===== src/rtl/imem_loader.sv =====
// Instruction-memory loader: assembles a length-prefixed little-endian byte
// stream into 32-bit words, writes them out, and verifies a trailing XOR checksum.
module imem_loader #(
    parameter int unsigned XLEN  = 32,
    parameter int unsigned DEPTH = 64
) (
    input  logic            clk,
    input  logic            reset,
    input  logic            start,
    input  logic            byte_valid,
    input  logic [7:0]      byte_data,
    output logic            byte_ready,
    output logic            mem_we,
    output logic [XLEN-1:0] mem_addr,
    output logic [XLEN-1:0] mem_wdata,
    output logic            core_hold,
    output logic            done,
    output logic            error
);

    localparam int unsigned IDXW    = $clog2(DEPTH) + 1;
    localparam logic [15:0] DEPTH16 = 16'(DEPTH);

    typedef enum logic [2:0] {
        S_IDLE, S_LEN0, S_LEN1, S_DATA, S_WRITE, S_CHECK, S_DONE, S_ERR
    } state_t;

    state_t            state_q;
    logic [15:0]       n_q;
    logic [IDXW-1:0]   idx_q;
    logic [1:0]        bcnt_q;
    logic [7:0]        csum_q;
    logic [XLEN-1:0]   word_q;
    logic              mem_we_q;
    logic [XLEN-1:0]   mem_addr_q;
    logic [XLEN-1:0]   mem_wdata_q;
    logic              core_hold_q;
    logic              done_q;
    logic              error_q;

    logic              accept;
    logic [15:0]       n_d;
    logic [XLEN-1:0]   word_d;
    logic              last_word;

    assign byte_ready = (state_q == S_LEN0) || (state_q == S_LEN1) ||
                        (state_q == S_DATA) || (state_q == S_CHECK);
    assign accept     = byte_valid && byte_ready;
    assign n_d        = {byte_data, n_q[7:0]};
    assign last_word  = ({{(16-IDXW){1'b0}}, idx_q} == (n_q - 16'd1));

    always_comb begin
        word_d = word_q;
        case (bcnt_q)
            2'd0:    word_d[7:0]   = byte_data;
            2'd1:    word_d[15:8]  = byte_data;
            2'd2:    word_d[23:16] = byte_data;
            default: word_d[31:24] = byte_data;
        endcase
    end

    always_ff @(posedge clk or posedge reset) begin
        if (reset) begin
            state_q     <= S_IDLE;
            n_q         <= '0;
            idx_q       <= '0;
            bcnt_q      <= '0;
            csum_q      <= '0;
            word_q      <= '0;
            mem_we_q    <= 1'b0;
            mem_addr_q  <= '0;
            mem_wdata_q <= '0;
            core_hold_q <= 1'b0;
            done_q      <= 1'b0;
            error_q     <= 1'b0;
        end else begin
            mem_we_q <= 1'b0;
            case (state_q)
                S_IDLE, S_DONE, S_ERR: begin
                    if (start) begin
                        state_q     <= S_LEN0;
                        done_q      <= 1'b0;
                        error_q     <= 1'b0;
                        idx_q       <= '0;
                        bcnt_q      <= '0;
                        csum_q      <= '0;
                        core_hold_q <= 1'b1;
                    end
                end
                S_LEN0: begin
                    if (accept) begin
                        n_q     <= {8'h00, byte_data};
                        state_q <= S_LEN1;
                    end
                end
                S_LEN1: begin
                    if (accept) begin
                        n_q <= n_d;
                        if (n_d == 16'd0) begin
                            state_q <= S_CHECK;
                        end else if (n_d > DEPTH16) begin
                            state_q <= S_ERR;
                            error_q <= 1'b1;
                        end else begin
                            state_q <= S_DATA;
                        end
                    end
                end
                S_DATA: begin
                    if (accept) begin
                        word_q <= word_d;
                        csum_q <= csum_q ^ byte_data;
                        bcnt_q <= bcnt_q + 2'd1;
                        // Address and data are captured here so they are stable throughout WRITE.
                        if (bcnt_q == 2'd3) begin
                            state_q     <= S_WRITE;
                            mem_we_q    <= 1'b1;
                            mem_addr_q  <= {{(XLEN-IDXW-2){1'b0}}, idx_q, 2'b00};
                            mem_wdata_q <= word_d;
                        end
                    end
                end
                S_WRITE: begin
                    idx_q   <= idx_q + 1'b1;
                    state_q <= last_word ? S_CHECK : S_DATA;
                end
                S_CHECK: begin
                    if (accept) begin
                        if (byte_data == csum_q) begin
                            state_q     <= S_DONE;
                            done_q      <= 1'b1;
                            core_hold_q <= 1'b0;
                        end else begin
                            state_q <= S_ERR;
                            error_q <= 1'b1;
                        end
                    end
                end
                default: state_q <= S_IDLE;
            endcase
        end
    end

    assign mem_we    = mem_we_q;
    assign mem_addr  = mem_addr_q;
    assign mem_wdata = mem_wdata_q;
    assign core_hold = core_hold_q;
    assign done      = done_q;
    assign error     = error_q;

endmodule


===== config.mk =====
export PLATFORM = sky130hd
export DESIGN_NAME = imem_loader
export DESIGN_NICKNAME = d
export VERILOG_FILES = /design/src/rtl/imem_loader.sv
export SDC_FILE = /design/constraint.sdc
export NUM_CORES = 1
export LEC_CHECK = 0
export ABC_AREA = 1
export CORE_MARGIN = 3
export CORE_UTILIZATION = 58
export CTS_CLUSTER_SIZE = 12
export DETAILED_ROUTE_END_ITERATION = 7
export PLACE_DENSITY_LB_ADDON = 0.3
export SYNTH_ARGS = -nofsm -noshare
export SYNTH_HDL_FRONTEND = slang
export SYNTH_SLANG_ARGS = --single-unit

===== constraint.sdc =====
create_clock -name clk -period 11.4 [get_ports clk]
set_clock_uncertainty 0.2 [all_clocks]
set_input_delay 3.42 -clock clk [delete_from_list [all_inputs] [get_ports clk]]
set_output_delay 3.42 -clock clk [all_outputs]
set_load 0.005 [all_outputs]

### Word level (Yosys, flattened, before mapping)

Cells that the tools add are included.

* input bits: 12
* output and inout bits: 69
* register bits: 111

* $add $sub $neg: 3
* mux-type cells: 43
* $lt $le $gt $ge: 1
* bitwise operators: 2
* reduce and logical (&&, ||, !) cells: 23
* equal/unequal tests: 22

Operator list (count)
* $mux W8: 6
* $mux W16: 2
* $pmux W16 S2: 1
* $mux W3: 9
* $pmux W3 S6: 1
* $eq A7 B16 Y1: 1
* $gt A16 B7 Y1 const B: 1
* $logic_not A16 Y1: 1
* $pmux W8 S2: 1
* $sub A16 B1 Y16 const B: 1
* $mux W1: 15
* $ne A2 B2 Y1 const B: 7
* $pmux W7 S2: 1
* $eq A3 B3 Y1 const B: 4
* $reduce_and A3 Y1: 4
* $eq A8 B8 Y1: 1
* $reduce_bool A2 Y1: 4
* $xor A8 B8 Y8: 1
* $add A7 B1 Y7 const B: 1
* $mux W7: 1
* $reduce_and A7 Y1: 1
* $eq A3 B2 Y1 const B: 2
* $ne A2 B1 Y1 const B: 3
* $reduce_and A6 Y1: 1
* other kinds (17): 24

### Longest topological paths before layout

Gate-level depths: netlist of the first run.

* depth in word-level cells: 7
* depth in mapped cells: 16
* depth with buffers taken out: 16

### Worst setup path after synthesis of the first run

Ideal clock, no wire load.

* path kind: input to register
* start point: in byte_data[7]
* end point: reg error_q, in the netlist error
* stages: 9
* path buffers: 1
* data arrival time: 4.334 ns
* data required time: 11.077 ns
* setup slack: 6.743 ns
* cells stage by stage: clkbuf_1 > xnor2_1 > nand4_1 > nor2_1 > nand2_1 > o21ai_0 > nor2_1 > a21oi_1 > nor2_1

* cells in the longest elaborated chain, start to end: 3
* elaborated cells on any way between the ends: 7
* classes of those cells: order compare (1); eq/ne (4); reduce/logical (2)

Ends and longest elaborated chain
* from (decl): RTL line 11 `input logic [7:0] byte_data,`
* $gt A16 B7 Y1, or another cell as far along: RTL line 101 `end else if (n_d > DEPTH16) begin`
* $ne A2 B1 Y1 (no source line) or $ne A2 B2 Y1 (tied branches)
* $reduce_and A7 Y1 (no source line) (*)
* to (signal assigned): RTL line 83 `error_q <= 1'b0;`
* to (signal assigned): RTL line 103 `error_q <= 1'b1;`
* to (signal assigned): RTL line 135 `error_q <= 1'b1;`
* to (decl): RTL line 39 `logic error_q;`

Mark *: on every way between the ends. The rest lies on a longest branch, timed or not.
A chain may end at the register's enable or synchronous reset.

### Final worst setup path of the first run

* start point: in byte_valid
* end point: reg mem_addr_q[6], in the netlist mem_addr[6]

* cells in the longest elaborated chain, start to end: 2

Ends and longest elaborated chain
* from (decl): RTL line 10 `input logic byte_valid,`
* $logic_and A1 B1 Y1: RTL line 48 `assign accept = byte_valid && byte_ready;`
* $reduce_and A3 Y1 (no source line)
* to (signal assigned): RTL line 118 `mem_addr_q <= {{(XLEN-IDXW-2){1'b0}}, idx_q, 2'b00};`
* to (decl): RTL line 35 `logic [XLEN-1:0] mem_addr_q;`

No other way between the ends.

==> results of run 1 <==
-- cell families after synthesis --
group | count (synthesis) | synth area share (%)
XOR/XNOR | 12 | 1.98
flip-flops | 103 | 48.5
AO/OA/AOI/OAI | 102 | 10.1
buffers and inverters | 134 | 11.7
other | 1 | 0.0706
AND/OR/NAND/NOR | 335 | 26.2
adder cells (fa/ha/maj) | 6 | 1.41
-- layout by cell type, fill, tap and decap left out, drive strengths merged --
cell type | synthesis | layout
nor3 | 5 | 5
buf | 39 | 1
xnor2 | 6 | 6
inv | 81 | 83
nor4 | 2 | 2
a21oi | 10 | 10
and2 | 1 | 1
clkinv | 0 | 2
o32ai | 1 | 1
nand3 | 38 | 38
ha | 6 | 6
o22ai | 6 | 6
conb | 1 | 25
nand4 | 7 | 7
xor2 | 6 | 6
o211ai | 1 | 1
o21ai | 81 | 81
clkdlybuf4s50 | 0 | 55
a21boi | 1 | 1
nand2 | 239 | 239
clkbuf | 14 | 11
dfrtp | 103 | 103
o31ai | 2 | 2
nor2 | 43 | 43
bufinv | 0 | 1
-- routing by layer --
| metal | track usage (%) | up-vias | routed length (um) | part of all wire, % |
|---|---|---|---|---|
| met3 | 3.93 | 11 | 600 | 5.0 |
| met4 | 6.44 | 0 | 114 | 0.95 |
| met1 | 34.6 | 2126 | 5530 | 46 |
| met2 | 40.1 | 138 | 5690 | 48 |
| li1 | - | 2194 | - | - |
| met5 | 0 | - | 0 | 0 |
-- worst register-to-register path: stages (launching register included) --
cell and delay, ns:
dfrtp_1 0.43, inv_1 0.07, nor2_1 0.11, inv_2 0.08, nor2_4 0.12, nand2_4 0.14
nor2_4 0.64, inv_2 0.51, nand2_1 0.19, o21ai_1 0.08
-- area by class of cell --
type / count / area, um2
clock buffer: 11 / 141
clock inverter: 5 / 63.8
fill: 717 / 2820
inverter: 81 / 307
multi-input combinational: 480 / 2200
sequential: 103 / 2580
tap: 108 / 135
timing repair buffer: 56 / 558
-- sequential cells by signal, indices dropped and copies added (netlist names) --
register   count
mem_addr       7
mem_wdata     32
error          1
n_q           16
state_q        3
done           1
idx_q          7
word_q        24
core_hold      1
bcnt_q         2
csum_q         8
mem_we         1
-- worst max path at each step --
stage | endpoint | slack [ns] | depth (start not counted)
3_5_place_dp | mem_addr[6] | 5.42 | 6
4_1_cts | mem_addr[6] | 5.80 | 6
2_1_floorplan | bcnt_q[0] | 5.08 | 1
6_report | mem_addr[6] | 5.76 | 6
3_3_place_gp | mem_addr[8] | 5.48 | 6
5_1_grt | mem_addr[7] | 5.58 | 6
-- through the flow --
step	area (um2)	std cells	setup WS (ns)	util (%)
floorplan	5400	717	5.08	-
global placement	5780	828	5.48	65.6
detailed placement	5780	828	5.42	65.6
CTS	5990	844	5.80	68.0
global route	5990	844	5.58	68.0
finish	5990	844	5.76	68.0
-- power by group through the flow --
| stage | Sequential (mW) | Clock [mW] | Combinational [mW] |
|---|---|---|---|
| 2_1_floorplan | 0.562 | 0 | 0.437 |
| 3_3_place_gp | 0.567 | 0 | 0.594 |
| 3_5_place_dp | 0.573 | 0 | 0.618 |
| 4_1_cts | 0.566 | 0.242 | 0.626 |
| 5_1_grt | 0.583 | 0.255 | 0.721 |
| 6_report | 0.567 | 0.239 | 0.629 |
==> results by group, run 1 <==
Setup path
  • CP Launch Type: primary input
  • Reg-to-reg critical path endpoint: mem_addr[6]
  • WS Path Type: primary input to flop
  • Critical path required time: ~11 ns
  • Crit-path leading delay family: buffers and inverters
  • Arrival @ worst endpoint: between 5 and 6 ns
  • CP max stage cell: clkdlybuf4s50_1
  • R2R cell count: 9
  • CP startpoint: byte_valid
  • Worst Setup End Kind: flop
  • R2R Setup Slk: slightly below 9 ns
  • Crit-path max FO: 46
  • CP max stage delay: 0.64 ns
  • Launch point of the worst reg-to-reg path: state_q[0]
  • Worst path bufs/invs: 2
  • Crit-path cells: clkdlybuf4s50_1 -> nand2_4 -> nor2_4 -> inv_2 -> nand2_1 -> o21ai_1

Place
  • Port bufs: 55
  • Hpwl dp: 8430 um
  • Placer congestion estimate: 0.912

Clock network
  • CTS Sinks: 103
  • Max clock buf depth: 2
  • H-tree depth: 3
  • Clock-pin transition on the worst setup and hold timing paths: 0.10 ns
  • Post-CTS sizing: 0
  • Setup bufs post-CTS: 0
  • Clk root buf: clkbuf_8
  • CTS tree: built
  • Clock latency at the later pin of the worst-skew pair: 0.37 ns
  • Hold Buf Count CTS: 0
  • TritonCTS Buffers: 9

Routing
  • Vias after detailed routing: ~4500
  • DRC viols: 0
  • Initial drt markers: between 200 and 300
  • DRT Pass-1 Iters: 5
  • Wire per inst: 14.1 um
  • Post-route ant nets: 0
  • Via density: roughly 5.3
  • Routed wire length: 11900 um

Synth
  • Syn avg cell area: ~7.7 um2
  • Top FF cell, synth: dfrtp_1
  • Most common library cells after synthesis: 236 x nand2_1, 103 x dfrtp_1, 75 x inv_1
  • Sequential area share after synthesis: around half
  • Ys Warns: 0
  • Dominant cells by area after synthesis: dfrtp_1 49%, nand2_1 17%, o21ai_0 7.0%, inv_1 5.3%, nand3_1 3.6%
  • Mapped Cells: roughly 690
  • Synth top area share: between 40 and 50%
  • EDFF count, synth: 0
  • Post-synthesis register bit count: 103
  • Synth cell types: 32
  • Yosys top cell by area: dfrtp_1
  • Netlist Area Pre-Place: ~0.0053 mm2
  • Most frequent cell after synthesis: nand2_1
  • Asr flop ratio synth: 100%

STA
  • Worst-Margin Slew: 0.780 ns
  • Final Slew Violations: 0
  • Setup-failing EPs final: 0
  • Fin. Hold Viols: 0
  • F_max: approximately 0.18 GHz
  • Final period util: about half
  • Worst slew margin: 47.9%
  • RSZ-0062 raised after global routing: no
  • Hold slack: roughly 0.28 ns
  • Tmin final: ~5.6 ns
  • Setup TNS: 0 ns

Global route
  • Vias in the first global route: 4286
  • First-pass GRT wire length: between 20000 and 25000 um
  • Largest net degree at the start of global routing: 59
  • Number of antenna violations at the first check in global routing: 0
  • Global Route Usage Sum: between 20% and 30%
  • Grt ovf: 0

Layout
  • Share of cells above drive strength 1: about 4.9%
  • N_diodes: 0
  • Syn-to-layout area delta: 12.7%
  • Nets: 749

Floorplanning
  • Row count: 34
  • Die span in x: 102 um
  • DIE AREA: roughly 0.010 mm2
  • Die span in y: just over 100 um
  • Initial Util: 60.3%
  • # IOs: 81
  • Std-Cell Core Area: about 0.0088 mm2

Pwr
  • P_sw: 595 uW
  • Lkg Pwr: 2.99 nW
  • Peak supply drop: between 0.1 and 0.15 mV
  • Flop pwr share: 39.5%
  • Gate power share: between 40% and 50%
  • Clock share of power: 16.6%
  • Pwr Density: around 240 mW/mm2
  • Switching share of power: approximately two fifths
  • Internal power: roughly 840 uW
  • Tot Pwr: about 1.4 mW

Flow run
  • Max-cap violations: 0

Status
  • Run status: complete, no violations

Hold path
  • Hold depth: 2
  • Endpoint, Worst Hold: mem_wdata[9]
  • Hold_sp: mem_wdata[9]
  • Worst min path class: flop to flop
(Power assumes the default switching activity.)
==> inputs of run 2 (changes only) <==
- CORE_UTILIZATION: 58 -> 54
- clock period: 11.4 -> 5.7 ns (I/O delays scaled with it)
==> run 2 against run 1 <==
Compared with the run above: non-clock buffer count unchanged; critical path type unchanged; first-iteration DRC count increased by 3.9%; design area rose by 0.79%; power grew 100%; die area is 7.0% higher; global-route usage shrank 2.0 points; largest power group unchanged; count of clock-buffer cells in the layout down 2; wire length rose by 0.79%; register-to-register slack got worse by 5.7 ns; hold slack lost 0.0027 ns; sequential power up 99%; setup slack got worse by 4.0 ns.
==> results by group, run 2 (synthesized netlist as in run 1, its figures left out) <==
Clock network
  • CTS tree: built
  • Max clock buf depth: 2
  • Clock latency at the later pin of the worst-skew pair: 0.36 ns
  • Post-CTS sizing: 0
  • H-tree depth: 3
  • Setup bufs post-CTS: 0
  • Clk root buf: clkbuf_8
  • Hold Buf Count CTS: 0
  • CTS Sinks: between 100 and 150
  • Clock-pin transition on the worst setup and hold timing paths: 0.10 ns
  • TritonCTS Buffers: 9

Setup path
  • CP Launch Type: primary input
  • Critical path required time: 5.72 ns
  • CP max stage cell: clkdlybuf4s50_1
  • Crit-path max FO: 46
  • CP startpoint: byte_valid
  • Arrival @ worst endpoint: slightly below 4 ns
  • Worst Setup End Kind: flop
  • CP max stage delay: between 0.6 and 0.7 ns
  • R2R Setup Slk: 3.00 ns
  • Reg-to-reg critical path endpoint: mem_addr[6]
  • Launch point of the worst reg-to-reg path: state_q[0]
  • R2R cell count: 9
  • WS Path Type: primary input to flop
  • Crit path capture: mem_addr[6]
  • Crit-path cells: clkdlybuf4s50_1 -> nand2_4 -> nor2_4 -> inv_2 -> nand2_1 -> o21ai_1

Routing
  • Wire per inst: 13.9 um
  • Vias after detailed routing: ~4500
  • Post-Route M1 WL: approximately 5400 um
  • DRC viols: 0
  • Initial drt markers: 267
  • Highest routed layer: met4
  • DRT Pass-1 Iters: 5
  • Via density: ~5.2
  • Routed wire length: around 12000 um
  • Post-route ant nets: 0
  • Metal2 WL: around 5600 um
  • Met3 WL: 818 um

STA
  • RSZ-0062 raised after global routing: no
  • F_max: 0.256 GHz
  • Worst slew margin: between 20% and 30%
  • Hold slack: about 0.28 ns
  • Final period util: around two thirds
  • Worst-Margin Slew: between 1 and 1.5 ns
  • Setup TNS: 0 ns
  • Tmin final: between 3 and 4 ns
  • PnR worst setup slack: about 1.8 ns
  • Setup-failing EPs final: 0
  • Fin. Hold Viols: 0
  • Final Slew Violations: 0

Layout
  • Most common cell after layout, fill and taps aside: nand2_1
  • N_diodes: 0
  • Nets: 749
  • Area of the multi-input gates: between 0.002 and 0.0025 mm2
  • Commonest cells after routing, fill and taps aside: 236 x nand2_1, 103 x dfrtp_1, 74 x inv_1, 74 x o21ai_0, 55 x clkdlybuf4s50_1
  • Util after Layout: about 64%
  • Register Area: 0.00258 mm2
  • Fillcell total: slightly above 800
  • Share of cells above drive strength 1: between 5 and 6%
  • Max FFs per register: 32
  • Final instance area: 0.00603 mm2
  • Syn-to-layout area delta: 13.6%

Status
  • Run status: complete, no violations

Place
  • Hpwl dp: around 8400 um
  • Placer congestion estimate: between 0.9 and 1
  • Placed cell area: 0.00581 mm2
  • Port bufs: 55
  • Place WS: 1.39 ns

Pwr
  • Peak supply drop: around 0.23 mV
  • Lkg Pwr: roughly 3 nW
  • Pwr Density: 483 mW/mm2

Global route
  • Global Route Usage Sum: between 20% and 30%
  • Vias in the first global route: 4273
  • First-pass GRT wire length: slightly above 20000 um
  • Number of antenna violations at the first check in global routing: 0
  • Grt ovf: 0
  • Largest net degree at the start of global routing: 90

Floorplanning
  • Die span in x: roughly 110 um
  • # IOs: 81
  • DIE AREA: around 0.011 mm2
  • Std-Cell Core Area: 0.00942 mm2
  • Die span in y: approximately 110 um
  • Initial Util: 56.4%
  • Row count: 35

Hold path
  • Worst min path class: flop to flop

Flow run
  • Max-cap violations: 0
run 2: how the worst min path moves through the flow:
| stage | startpoint | endpoint | slack [ns] | depth (start not counted) |
|---|---|---|---|---|
| after floorplan | idx_q[6] | idx_q[6] | 0.26 | 1 |
| after global routing | core_hold | core_hold | 0.31 | 2 |
| after global placement | mem_wdata[9] | mem_wdata[9] | 0.25 | 2 |
| after CTS | mem_wdata[30] | mem_wdata[30] | 0.28 | 2 |
| final | mem_wdata[30] | mem_wdata[30] | 0.28 | 2 |
| after detailed placement | mem_wdata[7] | mem_wdata[7] | 0.26 | 2 |
run 2: power breakdown:
group / switching [mW] / internal [mW]
combinational: 0.786 / 0.481
sequential: 0.150 / 0.979
clock: 0.268 / 0.253
run 2: area by class of cell:
class                           count  share of cell area, %
Sequential cell                   103                   42.7
Multi-Input combinational cell    480                   36.5
Timing Repair Buffer               56                   9.25
Inverter                           81                   5.08
Tap cell                          129                   2.68
Clock buffer                        9                   2.05
Clock inverter                      7                   1.70
run 2: worst max-delay path: cells and delay by family:
kind	cells	cell delay, ns
simple gates	3	0.96
compound gates	1	0.08
buf+inv	2	1.13
run 2: metal layers:
metal / vias to the layer above / global-route usage [%]
met5: - / 0
met3: 23 / 4.01
met4: 0 / 5.81
met2: 165 / 36.6
li1: 2200 / -
met1: 2149 / 31.6
run 2: stage by stage:
step	total power, mW	std cells
after floorplan	2.00	717
after global placement	2.32	849
after detailed placement	2.38	849
after CTS	2.92	865
after global routing	3.16	865
final	2.92	865
==> inputs of run 3 (changes only) <==
- clock period: 5.7 -> 3.6 ns (I/O delays scaled with it)
==> run 3 against run 2 <==
Compared with the run above: wire length is essentially flat; power grew 56%; clock power grew 44%; via count shrank 0.95%; combinational power grew 58%; register-to-register slack lost 1.6 ns.
==> results by group, run 3 (synthesized netlist as in run 1, its figures left out) <==
Layout
  • Syn-to-layout area delta: 13.8%
  • Share of cells above drive strength 1: 5.28%
  • Final Instance Count excl. Fillers: 868
  • Most common cell after layout, fill and taps aside: nand2_1
  • Register Area: ~0.0026 mm2
  • Max FFs per register: 32
  • Area of the multi-input gates: ~0.0022 mm2
  • Nets: 752
  • Fillcell total: 817
  • N_diodes: 0
  • Commonest cells after routing, fill and taps aside: 236 x nand2_1, 103 x dfrtp_1, 74 x inv_1, 74 x o21ai_0, 55 x clkdlybuf4s50_1

Place
  • Placer congestion estimate: 0.882
  • Hpwl dp: ~8600 um
  • Port bufs: 55
  • Placed cell count: 852

STA
  • Setup TNS: 0 ns
  • Final Slew Violations: 0
  • Worst slew margin: between 40% and 50%
  • Setup-failing EPs final: 0
  • Tmin final: 2.95 ns
  • RSZ-0062 raised after global routing: no
  • Fin. Hold Viols: 0
  • Worst-Margin Slew: ~0.77 ns
  • F_max: roughly 0.34 GHz
  • Final period util: 82.0%

Clock network
  • TritonCTS Buffers: 9
  • Clock latency at the later pin of the worst-skew pair: approximately 0.37 ns
  • Max clock buf depth: 2
  • H-tree depth: 3
  • Clk root buf: clkbuf_8
  • Setup bufs post-CTS: 0
  • CTS tree: built
  • Hold Buf Count CTS: 0
  • Clock-pin transition on the worst setup and hold timing paths: 0.10 ns
  • CTS Sinks: a little over 100
  • Post-CTS sizing: 0

Floorplanning
  • Row count: 35
  • DIE AREA: between 0.01 and 0.015 mm2
  • Die span in y: ~110 um
  • # IOs: around 80
  • Die span in x: 105 um
  • Std-Cell Core Area: between 0.009 and 0.01 mm2
  • Initial Util: between 50% and 60%

Hold path
  • Worst min path class: flop to flop
  • Hold depth: 2
  • Endpoint, Worst Hold: mem_wdata[19]
  • Hold_sp: mem_wdata[19]

Setup path
  • Launch point of the worst reg-to-reg path: n_q[0]
  • Crit-path max FO: 5
  • Worst Setup End Kind: primary output
  • R2R cell count: 15
  • Arrival @ worst endpoint: 1.67 ns
  • CP Launch Type: flop
  • WS Path Type: flop to primary output
  • Critical path required time: about 2.3 ns
  • CP startpoint: state_q[2]
  • R2R Setup Slk: ~1.4 ns
  • Reg-to-reg critical path endpoint: state_q[1]

Routing
  • Routed wire length: roughly 12000 um
  • Wire per inst: 13.9 um
  • Post-route ant nets: 0
  • Via density: slightly above 5
  • DRT Pass-1 Iters: 5
  • Vias after detailed routing: roughly 4500
  • Initial drt markers: ~260
  • DRC viols: 0

Pwr
  • Peak supply drop: 0.356 mV
  • Gate power share: 44.0%
  • Lkg Pwr: 3.00 nW
  • Flop pwr share: between 30% and 40%
  • Switching share of power: 41.4%
  • Internal power: between 2 and 3 mW
  • Clock share of power: around 17%
  • P_sw: roughly 1.9 mW
  • Pwr Density: roughly 750 mW/mm2

Global route
  • Largest net degree at the start of global routing: just under 90
  • Vias in the first global route: around 4300
  • Grt ovf: 0
  • Global Route Usage Sum: approximately 23%
  • Number of antenna violations at the first check in global routing: 0
  • First-pass GRT wire length: slightly above 20000 um

Flow run
  • Max-cap violations: 0

Status
  • Run status: complete, no violations
## run 3: cell types whose count changed in the layout (fill, tap and decap cells not counted)
cell and delta:
buf_12 +1, buf_4 +2, bufinv_16 -1, clkbuf_1 +1, clkbuf_8 +1, clkinv_2 +1
clkinv_4 -1, inv_4 -1
## run 3: power by group through the flow
| stage | Sequential (mW) | Combinational, mW | Clock [mW] |
|---|---|---|---|
| after global routing | 1.85 | 2.29 | 0.815 |
| after floorplan | 1.78 | 1.38 | 0 |
| after global placement | 1.81 | 1.93 | 0 |
| final | 1.80 | 2.01 | 0.750 |
| after CTS | 1.79 | 2.00 | 0.768 |
| after detailed placement | 1.81 | 1.99 | 0 |
## run 3: how the worst max path moves through the flow
stage                  to  slack, ns  cells past startpoint
2_1_floorplan   bcnt_q[0]       1.09                      1
3_5_place_dp   state_q[2]       0.52                     11
3_3_place_gp   state_q[2]       0.55                     11
5_1_grt        byte_ready       0.55                      4
6_report       byte_ready       0.65                      4
4_1_cts        byte_ready       0.64                      4
## run 3: metrics by stage
step / hold slack, ns / setup slack, ns / total power [mW] / utilization (%) / instance area (um2)
floorplan: 0.263 / 1.09 / 3.16 / - / 5410
global placement: 0.257 / 0.545 / 3.74 / 62.1 / 5840
detailed placement: 0.257 / 0.520 / 3.80 / 62.1 / 5840
CTS: 0.283 / 0.641 / 4.56 / 64.2 / 6050
global route: 0.305 / 0.554 / 4.96 / 64.2 / 6050
finish: 0.281 / 0.648 / 4.55 / 64.2 / 6050
## run 3: layout make-up
cell class,instances,area share (%)
clock buffers,11,2.34
clock inverters,5,1.01
inverters,81,5.09
multi-input cells,480,36.4
flip-flops and latches,103,42.6
well taps,129,2.67
repair buffers,59,9.81
## run 3: worst max-delay path: stages, from the launching register on
cell and delay, ns:
dfrtp_1 0.45, inv_1 0.13, nand2_1 0.09, nand2_2 0.12
clkdlybuf4s50_1 0.51
## run 3: metal layers
| metal | vias to the layer above | GRT usage [%] | wire length, um |
|---|---|---|---|
| li1 | 2200 | - | - |
| met1 | 2120 | 31.3 | 5380 |
| met2 | 159 | 36.3 | 5650 |
| met3 | 15 | 5.56 | 847 |
| met4 | 0 | 5.53 | 148 |
| met5 | - | 0 | 0 |
